<file path="src/rtl/seq_alu.sv">
`default_nettype none
// ============================================================================
//  Module   : seq_alu
//  Purpose  : Multicycle ALU with start/done handshake. Single-cycle add,
//             sub, and, or, xor and clear; iterative one-bit-per-cycle
//             shifter; signed shift-add multiplier. Result and flags are
//             registered and hold from done until the next op completes.
//  Revision : 1.0  initial release
//
//  Ports
//    clk       in   rising-edge clock
//    rst       in   synchronous active-high reset
//    start_i   in   request, accepted when not busy
//    op_i      in   [2:0] 0 add, 1 sub, 2 and, 3 or, 4 xor, 5 clear,
//                         6 shift, 7 signed multiply
//    a_i, b_i  in   [W-1:0] operands
//    busy_o    out  operation in progress
//    done_o    out  one-cycle completion pulse
//    result_o  out  [2W-1:0] result (W-bit ops are zero-extended)
//    co_o      out  carry / last bit shifted out
//    ovf_o     out  signed overflow (or unsupported op)
//    z_o       out  zero
//    n_o       out  negative (true sign)
//
//  Build option
//    SEQ_ALU_MUL_EN  defined: op 7 is the signed multiplier.
//                    undefined: op 7 completes in one cycle with result 0,
//                    z=1, ovf=1 to flag the unsupported operation.
// ============================================================================
module seq_alu #(
    parameter int W = 8
) (
    input  logic           clk,
    input  logic           rst,
    input  logic           start_i,
    input  logic [2:0]     op_i,
    input  logic [W-1:0]   a_i,
    input  logic [W-1:0]   b_i,
    output logic           busy_o,
    output logic           done_o,
    output logic [2*W-1:0] result_o,
    output logic           co_o,
    output logic           ovf_o,
    output logic           z_o,
    output logic           n_o
);

    localparam int LG = $clog2(W);
    localparam int CW = LG + 1;           // counter must hold W for multiply
`ifdef SEQ_ALU_MUL_EN
    localparam int AW = 2 * W;            // accumulator doubles as product
`else
    localparam int AW = W;
`endif

    localparam logic [2:0] c_OP_ADD = 3'd0;
    localparam logic [2:0] c_OP_SUB = 3'd1;
    localparam logic [2:0] c_OP_AND = 3'd2;
    localparam logic [2:0] c_OP_OR  = 3'd3;
    localparam logic [2:0] c_OP_XOR = 3'd4;
    localparam logic [2:0] c_OP_CLR = 3'd5;
    localparam logic [2:0] c_OP_SHF = 3'd6;

    typedef enum logic [1:0] {
        S_IDLE = 2'd0,
        S_RUN  = 2'd1,
        S_DONE = 2'd2
    } state_t;

    state_t           state_q, state_d;
    logic [CW-1:0]    cnt_q, cnt_d;
    logic [AW-1:0]    acc_q, acc_d;
    logic             dir_q, dir_d;
    logic [2*W-1:0]   result_q, result_d;
    logic             co_q, co_d;
    logic             ovf_q, ovf_d;
    logic             z_q, z_d;
    logic             n_q, n_d;
`ifdef SEQ_ALU_MUL_EN
    logic [2*W-1:0]   mcand_q, mcand_d;
    logic [W-1:0]     mplier_q, mplier_d;
    logic             sign_q, sign_d;
    logic             is_mul_q, is_mul_d;
`endif

    // ---------------- single-cycle datapath (operates on live inputs) -------
    // Ops 0-5 complete on the accepting edge, so they read the operands
    // directly; that edge is also the one that latches them.
    logic [W-1:0] w_bop;
    logic [W:0]   w_sum;
    logic         w_add_ovf;
    logic [W-1:0] w_logic;

    assign w_bop     = op_i[0] ? ~b_i : b_i;
    assign w_sum     = {1'b0, a_i} + {1'b0, w_bop} + {{W{1'b0}}, op_i[0]};
    assign w_add_ovf = (a_i[W-1] == w_bop[W-1]) && (w_sum[W-1] != a_i[W-1]);

    always_comb begin
        w_logic = '0;
        case (op_i)
            c_OP_AND: w_logic = a_i & b_i;
            c_OP_OR:  w_logic = a_i | b_i;
            c_OP_XOR: w_logic = a_i ^ b_i;
            default:  w_logic = '0;
        endcase
    end

    // ---------------- iterative shifter -------------------------------------
    logic [W-1:0] w_sh_cur;
    logic [W-1:0] w_sh_nxt;
    logic         w_sh_out;

    assign w_sh_cur = acc_q[W-1:0];
    assign w_sh_out = dir_q ? w_sh_cur[0] : w_sh_cur[W-1];
    assign w_sh_nxt = dir_q ? {1'b0, w_sh_cur[W-1:1]} : {w_sh_cur[W-2:0], 1'b0};

`ifdef SEQ_ALU_MUL_EN
    // ---------------- shift-add multiplier ----------------------------------
    logic [W-1:0]   w_mag_a;
    logic [W-1:0]   w_mag_b;
    logic [2*W-1:0] w_mul_sum;
    logic [2*W-1:0] w_mul_fin;
    logic           w_mul_ovf;

    // Magnitude of the most negative value wraps to itself, which is the
    // correct unsigned magnitude in W bits.
    assign w_mag_a   = a_i[W-1] ? ({W{1'b0}} - a_i) : a_i;
    assign w_mag_b   = b_i[W-1] ? ({W{1'b0}} - b_i) : b_i;
    assign w_mul_sum = acc_q + (mplier_q[0] ? mcand_q : '0);
    assign w_mul_fin = (sign_q && (|w_mul_sum)) ? ({(2*W){1'b0}} - w_mul_sum)
                                                : w_mul_sum;
    // Fits in W signed bits only if the upper W+1 bits are a pure sign run.
    assign w_mul_ovf = !((&w_mul_fin[2*W-1:W-1]) || !(|w_mul_fin[2*W-1:W-1]));
`endif

    // ---------------- next-state logic --------------------------------------
    always_comb begin
        state_d  = state_q;
        cnt_d    = cnt_q;
        acc_d    = acc_q;
        dir_d    = dir_q;
        result_d = result_q;
        co_d     = co_q;
        ovf_d    = ovf_q;
        z_d      = z_q;
        n_d      = n_q;
`ifdef SEQ_ALU_MUL_EN
        mcand_d  = mcand_q;
        mplier_d = mplier_q;
        sign_d   = sign_q;
        is_mul_d = is_mul_q;
`endif

        case (state_q)
            S_RUN: begin
                cnt_d = cnt_q - 1'b1;
`ifdef SEQ_ALU_MUL_EN
                if (is_mul_q) begin
                    acc_d    = w_mul_sum;
                    mcand_d  = mcand_q << 1;
                    mplier_d = mplier_q >> 1;
                    if (cnt_q == CW'(1)) begin
                        state_d  = S_DONE;
                        result_d = w_mul_fin;
                        co_d     = 1'b0;
                        ovf_d    = w_mul_ovf;
                        z_d      = ~|w_mul_fin;
                        n_d      = w_mul_fin[2*W-1];
                    end
                end else
`endif
                begin
                    acc_d[W-1:0] = w_sh_nxt;
                    // Flags stay frozen until the final step so the previous
                    // op's results remain visible while busy.
                    if (cnt_q == CW'(1)) begin
                        state_d  = S_DONE;
                        result_d = {{W{1'b0}}, w_sh_nxt};
                        co_d     = w_sh_out;
                        ovf_d    = 1'b0;
                        z_d      = ~|w_sh_nxt;
                        n_d      = w_sh_nxt[W-1];
                    end
                end
            end

            default: begin  // S_IDLE and S_DONE both accept a new request
                if (state_q == S_DONE) begin
                    state_d = S_IDLE;
                end
                if (start_i) begin
                    state_d = S_DONE;
                    case (op_i)
                        c_OP_ADD, c_OP_SUB: begin
                            result_d = {{W{1'b0}}, w_sum[W-1:0]};
                            co_d     = w_sum[W];
                            ovf_d    = w_add_ovf;
                            z_d      = ~|w_sum[W-1:0];
                            n_d      = w_sum[W-1] ^ w_add_ovf;
                        end
                        c_OP_AND, c_OP_OR, c_OP_XOR, c_OP_CLR: begin
                            result_d = {{W{1'b0}}, w_logic};
                            co_d     = 1'b0;
                            ovf_d    = 1'b0;
                            z_d      = ~|w_logic;
                            n_d      = w_logic[W-1];
                        end
                        c_OP_SHF: begin
                            if (b_i[LG-1:0] == '0) begin
                                // Zero-length shift bypasses RUN entirely.
                                result_d = {{W{1'b0}}, a_i};
                                co_d     = 1'b0;
                                ovf_d    = 1'b0;
                                z_d      = ~|a_i;
                                n_d      = a_i[W-1];
                            end else begin
                                state_d  = S_RUN;
                                cnt_d    = {1'b0, b_i[LG-1:0]};
                                acc_d    = AW'(a_i);
                                dir_d    = b_i[W-1];
`ifdef SEQ_ALU_MUL_EN
                                is_mul_d = 1'b0;
`endif
                            end
                        end
                        default: begin  // op 7
`ifdef SEQ_ALU_MUL_EN
                            state_d  = S_RUN;
                            cnt_d    = CW'(W);
                            acc_d    = '0;
                            mcand_d  = {{W{1'b0}}, w_mag_a};
                            mplier_d = w_mag_b;
                            sign_d   = a_i[W-1] ^ b_i[W-1];
                            is_mul_d = 1'b1;
`else
                            result_d = '0;
                            co_d     = 1'b0;
                            ovf_d    = 1'b1;
                            z_d      = 1'b1;
                            n_d      = 1'b0;
`endif
                        end
                    endcase
                end
            end
        endcase
    end

    // ---------------- state register ----------------------------------------
    always_ff @(posedge clk) begin
        if (rst) begin
            state_q  <= S_IDLE;
            cnt_q    <= '0;
            acc_q    <= '0;
            dir_q    <= 1'b0;
            result_q <= '0;
            co_q     <= 1'b0;
            ovf_q    <= 1'b0;
            z_q      <= 1'b0;
            n_q      <= 1'b0;
`ifdef SEQ_ALU_MUL_EN
            mcand_q  <= '0;
            mplier_q <= '0;
            sign_q   <= 1'b0;
            is_mul_q <= 1'b0;
`endif
        end else begin
            state_q  <= state_d;
            cnt_q    <= cnt_d;
            acc_q    <= acc_d;
            dir_q    <= dir_d;
            result_q <= result_d;
            co_q     <= co_d;
            ovf_q    <= ovf_d;
            z_q      <= z_d;
            n_q      <= n_d;
`ifdef SEQ_ALU_MUL_EN
            mcand_q  <= mcand_d;
            mplier_q <= mplier_d;
            sign_q   <= sign_d;
            is_mul_q <= is_mul_d;
`endif
        end
    end

    assign busy_o   = (state_q == S_RUN);
    assign done_o   = (state_q == S_DONE);
    assign result_o = result_q;
    assign co_o     = co_q;
    assign ovf_o    = ovf_q;
    assign z_o      = z_q;
    assign n_o      = n_q;

endmodule
`default_nettype wire

</file>
<file path="config.mk">
export PLATFORM = sky130hd
export DESIGN_NAME = seq_alu
export DESIGN_NICKNAME = d
export VERILOG_FILES = /design/src/rtl/seq_alu.sv
export SDC_FILE = /design/constraint.sdc
export NUM_CORES = 1
export LEC_CHECK = 0
export ABC_AREA = 1
export CORE_MARGIN = 2
export CORE_UTILIZATION = 49
export DETAILED_ROUTE_END_ITERATION = 16
export GPL_ROUTABILITY_DRIVEN = 0
export PLACE_DENSITY = 0.78
export SETUP_SLACK_MARGIN = 0.5
export SLEW_MARGIN = 20
export SYNTH_ARGS = -nofsm -noshare
export SYNTH_HDL_FRONTEND = slang
export SYNTH_SLANG_ARGS = --single-unit
</file>
<file path="constraint.sdc">
create_clock -name clk -period 2.1 [get_ports clk]
set_input_delay 0.42 -clock clk [delete_from_list [all_inputs] [get_ports clk]]
set_output_delay 0.42 -clock clk [all_outputs]
set_load 0.05 [all_outputs]
</file>
; ---- Word-level counts from Yosys, hierarchy flattened
; Cells that the tools add are included.
; W data, S select, Z words.
[word_totals]
ff_bits = 35
inputBits = 22
output_inout_bits = 22
wordCells = 95
[op_classes]
n_addsub = 3
eq_ne = 14
muxes = 42
bitwise_logic = 7
n_reduce_logical = 20
[op_table]
columns = op, n
row1 = $mux W16, 4
row2 = $mux W8, 6
row3 = $pmux W16 S3, 1
row4 = $reduce_or A8 Y1, 4
row5 = $pmux W8 S3, 1
row6 = $mux W1, 16
row7 = $mux W4, 4
row8 = $mux W2, 6
row9 = $add A8 B8 Y9, 1
row10 = $add A9 B1 Y9, 1
row11 = $eq A3 B3 Y1 const B, 3
row12 = $pmux W1 S3, 3
row13 = $and A8 B8 Y8, 1
row14 = $not A8 Y8, 1
row15 = $or A8 B8 Y8, 1
row16 = $xor A8 B8 Y8, 1
row17 = $eq A3 B2 Y1 const B, 2
row18 = $logic_not A3 Y1, 2
row19 = $reduce_and A3 Y1, 2
row20 = $eq A4 B1 Y1 const B, 1
row21 = $logic_not A1 Y1, 4
row22 = $reduce_and A4 Y1, 1
row23 = $reduce_bool A2 Y1, 2
row24 = $reduce_or A4 Y1, 1
row25 = other kinds (16), 17

; ---- Depth between registers and ports, before layout
; Gate-level depths: netlist (run 1).
[logic_depth]
depth_word = 10
mapped_depth = 15
depth_no_buf = 15

; ---- Least setup slack after synthesis (run 1)
; No wires, ideal clock.
[synth_path]
path_type = input -> register
from = in op_i[0]
to = reg z_q, in the netlist z_o
setup_time_ns = 0.132
arrival_ns = 1.831
required_time_ns = 1.968
slack_ns = 0.137
path_stages = 13
path_buffers = 1
cell_sequence = buf_6 xor2_1 ha_1 a21oi_1 nor2_1 nor2_1 nand2_2 nand2_1 nand2_1 nand3_1 nand3_1 nand2_1 a21oi_1
[synth_between]
elab_chain_cells = 8
word_cells_on_any_way = 22
classes_between = 2 x add/sub / 7 x eq/ne / 5 x mux / 8 x reduce/logical
[synth_lines]
columns = item, line
row1 = "start, declared", 36  ; input logic [2:0] op_i,
row2 = $mux W8, 94  ; assign w_bop = op_i[0] ? ~b_i : b_i;
row3 = $add A8 B8 Y9, 95  ; assign w_sum = {1'b0, a_i} + {1'b0, w_bop} + {{W{1'b0}}, op_i[0]};
row4 = $add A9 B1 Y9, 95
row5 = $reduce_or A8 Y1, 198  ; z_d = ~|w_sum[W-1:0];
row6 = $logic_not A1 Y1, 198
row7 = $pmux W1 S3, 193  ; case (op_i)
row8 = $mux W1, 191  ; if (start_i) begin
row9 = $mux W1, 154  ; case (state_q)
row10 = "end signal, assigned", 275  ; z_q <= z_d;
row11 = "end, declared", 77  ; logic z_q, z_d;
; Several ways; a longest one is shown, not always the timed one. The select of a mux whose other input is x is not followed.
; A chain may end at the register's enable or synchronous reset.

; ---- Worst setup path in the final report (run 1)
; Ends and elaborated chain as after synthesis.

==> results of run 1 <==
-- how the worst max path moves through the flow --
stage / cells after the start / startpoint / slack (ns) / endpoint
final: 15 / op_i[0] / 0.13 / z_o$_SDFFE_PP0P_
after global routing: 15 / op_i[0] / 0.07 / z_o$_SDFFE_PP0P_
after CTS: 14 / b_i[1] / 0.25 / z_o$_SDFFE_PP0P_
after detailed placement: 16 / op_i[0] / -0.52 / ovf_o$_SDFFE_PP0P_
after global placement: 14 / op_i[0] / -0.49 / ovf_o$_SDFFE_PP0P_
after floorplan: 13 / op_i[0] / 0.18 / z_o$_SDFFE_PP0P_
-- layer usage --
| layer | vias to the layer above | track usage | part of all wire |
|---|---|---|---|
| met4 | 0 | 0.162 | 0.085 |
| met1 | 1562 | 0.383 | 0.35 |
| met5 | - | 0 | 0 |
| li1 | 1523 | - | - |
| met3 | 125 | 0.0635 | 0.12 |
| met2 | 350 | 0.555 | 0.44 |
-- placed cells by master (no fill, tap or decap), types with 15 or more instances in the layout --
cell type	Yosys	routed
nand2_1	106	88
ha_1	26	22
inv_1	55	49
a31oi_1	15	15
dfxtp_1	27	26
buf_4	11	60
a21oi_1	25	16
nand2_2	4	18
nand3_1	20	15
nor2_1	37	31
-- flip-flops by register name (all words and copies together), names as in the netlist --
name	cells
acc_q	8
cnt_q	4
co_o	1
dir_q	1
n_o	1
ovf_o	1
result_o	8
state_q	2
z_o	1
-- critical path, cell delays in order --
cell	delay (ns)
buf_8	0.11
buf_6	0.13
xor2_4	0.20
fa_2	0.44
inv_2	0.08
nand2_2	0.06
nand2_4	0.09
nand3_2	0.07
nor2_1	0.10
nand2_1	0.08
nor2_2	0.10
nand3_1	0.08
nand3_1	0.07
nand2_1	0.05
a21oi_1	0.10
-- cells by family (layout without fill, tap and decap cells) --
logic type	after synthesis	in the layout	synth area share
xor+xnor	8	8	0.0270
buf+inv	82	181	0.143
compound gates	78	78	0.171
other cells	1	8	0.00144
fa+ha+maj	27	27	0.133
simple gates	188	188	0.316
flops	27	27	0.208
-- layout make-up --
| cell class | count | area [sq um] | share of cell area |
|---|---|---|---|
| Clock buffer | 4 | 45.0 | 0.0113 |
| Inverter | 62 | 250 | 0.0625 |
| Multi-Input combinational cell | 309 | 2030 | 0.508 |
| Sequential cell | 27 | 542 | 0.135 |
| Tap cell | 70 | 87.6 | 0.0219 |
| Timing Repair Buffer | 114 | 1040 | 0.259 |
| Timing Repair inverter | 1 | 7.51 | 0.00188 |
-- power by group through the flow --
stage          clock (mW)  sequential, mW  combinational [mW]
2_1_floorplan           0           0.641               0.402
3_3_place_gp            0           0.572               0.727
3_5_place_dp            0           0.573               0.742
4_1_cts             0.299           0.560               0.884
5_1_grt             0.332           0.567                1.10
6_report            0.317           0.565                1.05
-- stage by stage --
step | total power, mW | TNS (ns) | instances | hold WS [ns]
finish | 1.93 | 0 | 587 | 0.488
global route | 2.00 | 0 | 587 | 0.510
CTS | 1.74 | 0 | 581 | 0.473
detailed placement | 1.31 | -7.28 | 557 | 0.456
global placement | 1.30 | -6.22 | 557 | 0.456
floorplan | 1.04 | 0 | 418 | 0.444
-- timing repair --
| item | CTS | global route |
|---|---|---|
| hold buffers | 0 | 0 |
| setup endpoints to repair | 40 | 36 |
| resized for setup | 110 | 58 |
| pin swaps | 46 | 27 |
| buffers inserted | 17 | 6 |
| hold endpoints to repair | 0 | 0 |
| cloned | 3 | 0 |
==> summary.txt, run 1 <==
Synth
  • Top cells by area, synth: dfxtp_1 21%, nand2_1 15%, ha_1 13%
  • Syn Area/Cell: 6.32 sq um
  • Count leader, synth: nand2_1
  • Main synth FF type: dfxtp_1
  • Yosys top cell by area: dfxtp_1
  • Top-area cell type share of the netlist area: 0.208
  • Sequential share of the synthesized area: 0.208
  • Synth cell types: 34
  • Top post-synthesis cells by count: 106 x nand2_1, 55 x inv_1, 37 x nor2_1
  • Ys async rst share: 0
  • Number of synthesized flops with an enable pin: 0
  • Syn Inst Count: 411
  • Post-Synthesis Cell Area: 2600 sq um
  • Yosys warning count: 0
  • Yosys reg bits: 27

Timing
  • RSZ-0062 raised after global routing: yes
  • Slew headroom: 0.663
  • Setup violators final: 0
  • Final hold vios: 0
  • Max Freq: 509 MHz
  • Fin crit share: 0.936
  • Worst slew pin tran: 0.507 ns
  • Final max-slew violation count: 0
  • Crit path time final: 1.97 ns
  • Final worst slack: 0.135 ns
  • Clock skew: 0.00589 ns

Pwr
  • Maximum VDD drop: 0.000322 V
  • Sw Pwr: 0.818 mW
  • P_int: 1.11 mW
  • Leak Pwr: 1.92 nW
  • Combinational power share: 0.542
  • Switching Share: 0.424
  • Pwr dens: 482 nW/um^2
  • Clk network pwr share: 0.165
  • Seq pwr share: 0.293

Clock tree
  • CTS clock-pin slew for the worst setup and hold paths: 0.10 ns
  • CTS Buf Count: 3
  • H-tree depth: 1
  • CTS sink count: 27
  • CTS tree: done
  • Max Buffers Root-to-Sink: 2
  • Root Driver: clkbuf_8
  • Later-pin clock latency in the skew report: 0.29 ns

Worst setup path
  • Worst path arrival time: 2.19 ns
  • CP Data Required Time: 2.32 ns
  • Capturing point of the worst reg2reg path: co_o$_SDFFE_PP0P_
  • Beginning of the worst register-to-register path: cnt_q[1]$_SDFFE_PP0P_
  • Startpoint Class: input port
  • R2R Setup Slk: 0.49 ns
  • Biggest fanout along the worst timing path: 4
  • CP Class: in2reg
  • Element type at the critical path end: flip-flop
  • Cells on worst reg2reg path: 8

Global routing
  • Largest net degree at the start of global routing: 17
  • Initial antenna violation count: 0
  • Congestion Overflow GR: 0
  • Vias in the first global route: 3239
  • Overall global routing resource usage: 0.324
  • First-pass GRT wire length: 15400 um

Floorplan
  • Die Wd: 76.8 um
  • Top Ports: 44
  • Core area: 5110 sq um
  • Core Rows: 26
  • Starting density of the core: 0.509
  • Chip height: 76.8 um
  • Total Die Area: 5900 sq um

Worst hold path
  • Min-delay src: ovf_o$_SDFFE_PP0P_
  • Hold Path Stages: 2
  • Hold EP: ovf_o$_SDFFE_PP0P_
  • Worst Hold Class: reg2reg

Drt
  • Routed vias: 3560
  • 1st-pass router iterations: 6
  • WL final: 10900 um
  • Routed Antenna Nets: 0
  • Initial DRC count: 554
  • Drt drc: 0
  • Routed len/inst: 18.6 um
  • Vias/cell: 6.06

Cells and area
  • Ant. Diodes: 0
  • Syn-to-layout area delta: 54.0%
  • Finished Cell Area: 4000 sq um
  • Number of fill cells: 338
  • Final #Nets: 567
  • Final core utilization: 0.783
  • Fraction of layout cells with a size suffix above 1: 0.356

Status
  • Run status: complete, no violations

Flow run
  • Max Cap Viol: 0

Place
  • DP Area: 3350 sq um
  • PortBufs: 35
  • Place WS: -0.525 ns
  • Post-DP HPWL: 5850 um
Note: power is estimated with default switching activity, not from simulation.
==> run 2: changes to the inputs <==
Settings changed: CORE_UTILIZATION 49 to 55, DONT_BUFFER_PORTS from default to 1, PLACE_DENSITY 0.78 to 0.73.
==> summary.txt, run 2 (same netlist as run 1, synthesis figures left out) <==
Flow run
  • Max Cap Viol: 0

Place
  • Placed instance count: 456
  • PortBufs: 0
  • Place WS: 0.121 ns
  • Post-DP HPWL: 5110 um
  • DP Area: 2590 sq um

Pwr
  • Leak Pwr: 1.36 nW
  • Total design power: 1.50 mW
  • Pwr dens: 521 nW/um^2
  • Maximum VDD drop: 0.000277 V

Drt
  • Initial DRC count: 255
  • Routed len/inst: 14.7 um
  • Routed Antenna Nets: 0
  • Drt drc: 0
  • Routed vias: 2607
  • Vias/cell: 5.57
  • WL final: 6870 um
  • 1st-pass router iterations: 5

Timing
  • Final max-slew violation count: 0
  • Fin crit share: 0.812
  • RSZ-0062 raised after global routing: yes
  • Final worst slack: 0.395 ns
  • Clock skew: 0.00902 ns
  • WHS: 0.200 ns
  • Crit path time final: 1.70 ns
  • Slew headroom: 0.620
  • Setup violators final: 0
  • TNS Setup: 0 ns
  • Final hold vios: 0
  • Max Freq: 587 MHz
  • Worst slew pin tran: 0.569 ns

Floorplan
  • Starting density of the core: 0.561
  • Core area: 4630 sq um
  • Die Wd: 72.7 um
  • Chip height: 72.7 um
  • Total Die Area: 5290 sq um
  • Core Rows: 25
  • Top Ports: 44

Clock tree
  • CTS Buf Count: 3
  • CTS clock-pin slew for the worst setup and hold paths: 0.10 ns
  • Later-pin clock latency in the skew report: 0.28 ns
  • CTS tree: done
  • H-tree depth: 1
  • Root Driver: clkbuf_8
  • Max Buffers Root-to-Sink: 2
  • CTS Hold Bufs: 0
  • CTS sink count: 27

Global routing
  • First-pass GRT wire length: 10900 um
  • Largest net degree at the start of global routing: 22
  • Congestion Overflow GR: 0
  • Vias in the first global route: 2288
  • Initial antenna violation count: 0
  • Overall global routing resource usage: 0.260

Cells and area
  • Syn-to-layout area delta: 11.1%
  • Fraction of layout cells with a size suffix above 1: 0.188
  • Commonest non-fill, non-tap cell in the layout: nand2_1
  • Final core utilization: 0.624
  • Finished Cell Area: 2890 sq um
  • Non-filler cells, final: 468
  • Most frequent cells in the layout: 93 x nand2_1, 52 x inv_1, 34 x nor2_1, 26 x dfxtp_1, 24 x ha_1
  • Final #Nets: 464
  • Ant. Diodes: 0

Worst setup path
  • CP Class: in2reg
  • Biggest fanout along the worst timing path: 5
  • Startpoint Class: input port
  • Worst path arrival time: 1.92 ns
  • Worst path cell trace: xor2_4 -> fa_2 -> buf_6 -> nand2_4 -> nand3b_1 -> nand2_2 -> nand2_1 -> nor2_2 -> nand3_1 -> nand3_1 -> nand2_1 -> a21oi_1
  • CP max stage delay: 0.42 ns
  • Capturing point of the worst reg2reg path: z_o$_SDFFE_PP0P_
  • Slowest cell on the critical path: fa_2
  • Cells on worst reg2reg path: 9
  • CP Data Required Time: 2.31 ns
  • Beginning of the worst register-to-register path: state_q[1]$_SDFFE_PP0P_
  • Element type at the critical path end: flip-flop
  • R2R Setup Slk: 0.58 ns

Status
  • Run status: complete, no violations

Worst hold path
  • Worst Hold Class: in2reg
  • Hold Path Stages: 1
  • Hold EP: acc_q[6]$_SDFFE_PP0P_
  • Min-delay src: rst
==> run 2: what timing repair did <==
| action | CTS | global route |
|---|---|---|
| endpoints found under the setup margin | 5 | 13 |
| gates cloned | 0 | 1 |
| setup buffers | 2 | 5 |
| pin swaps | 6 | 20 |
| resized for setup | 6 | 42 |
==> run 2: layer usage <==
layer	up-vias	routed length [um]	global-route usage
met5	-	0	0
met4	0	171	0.0802
met3	14	386	0.0359
met2	89	3330	0.438
met1	1184	2980	0.343
li1	1320	-	-
==> run 2: layout make-up <==
class	instances	area (sq um)
well taps	54	67.6
flip-flops and latches	27	542
inverters	62	235
fillers	447	1740
clock buffers	3	41.3
multi-input cells	309	1860
repair buffers	12	139
clock inverters	1	5.00
==> run 2: where the power goes <==
part / total (mW) / switching [mW] / internal, mW
clock: 0.298 / 0.165 / 0.133
combinational: 0.568 / 0.349 / 0.220
sequential: 0.638 / 0.0962 / 0.542
total: 1.50 / 0.610 / 0.894
==> run 2: critical path, delay by kind of cell <==
kind	cells	cell delay, ns
compound gates	1	0.14
xor+xnor	1	0.17
fa+ha+maj	1	0.42
buf+inv	1	0.14
simple gates	8	0.62
==> run 2: how the worst max path moves through the flow <==
stage	from	endpoint	slack [ns]
detailed placement	b_i[1]	z_o$_SDFFE_PP0P_	0.12
floorplan	op_i[0]	z_o$_SDFFE_PP0P_	0.18
global route	b_i[2]	z_o$_SDFFE_PP0P_	0.29
finish	b_i[1]	z_o$_SDFFE_PP0P_	0.40
CTS	b_i[1]	z_o$_SDFFE_PP0P_	0.45
global placement	op_i[0]	ovf_o$_SDFFE_PP0P_	0.15
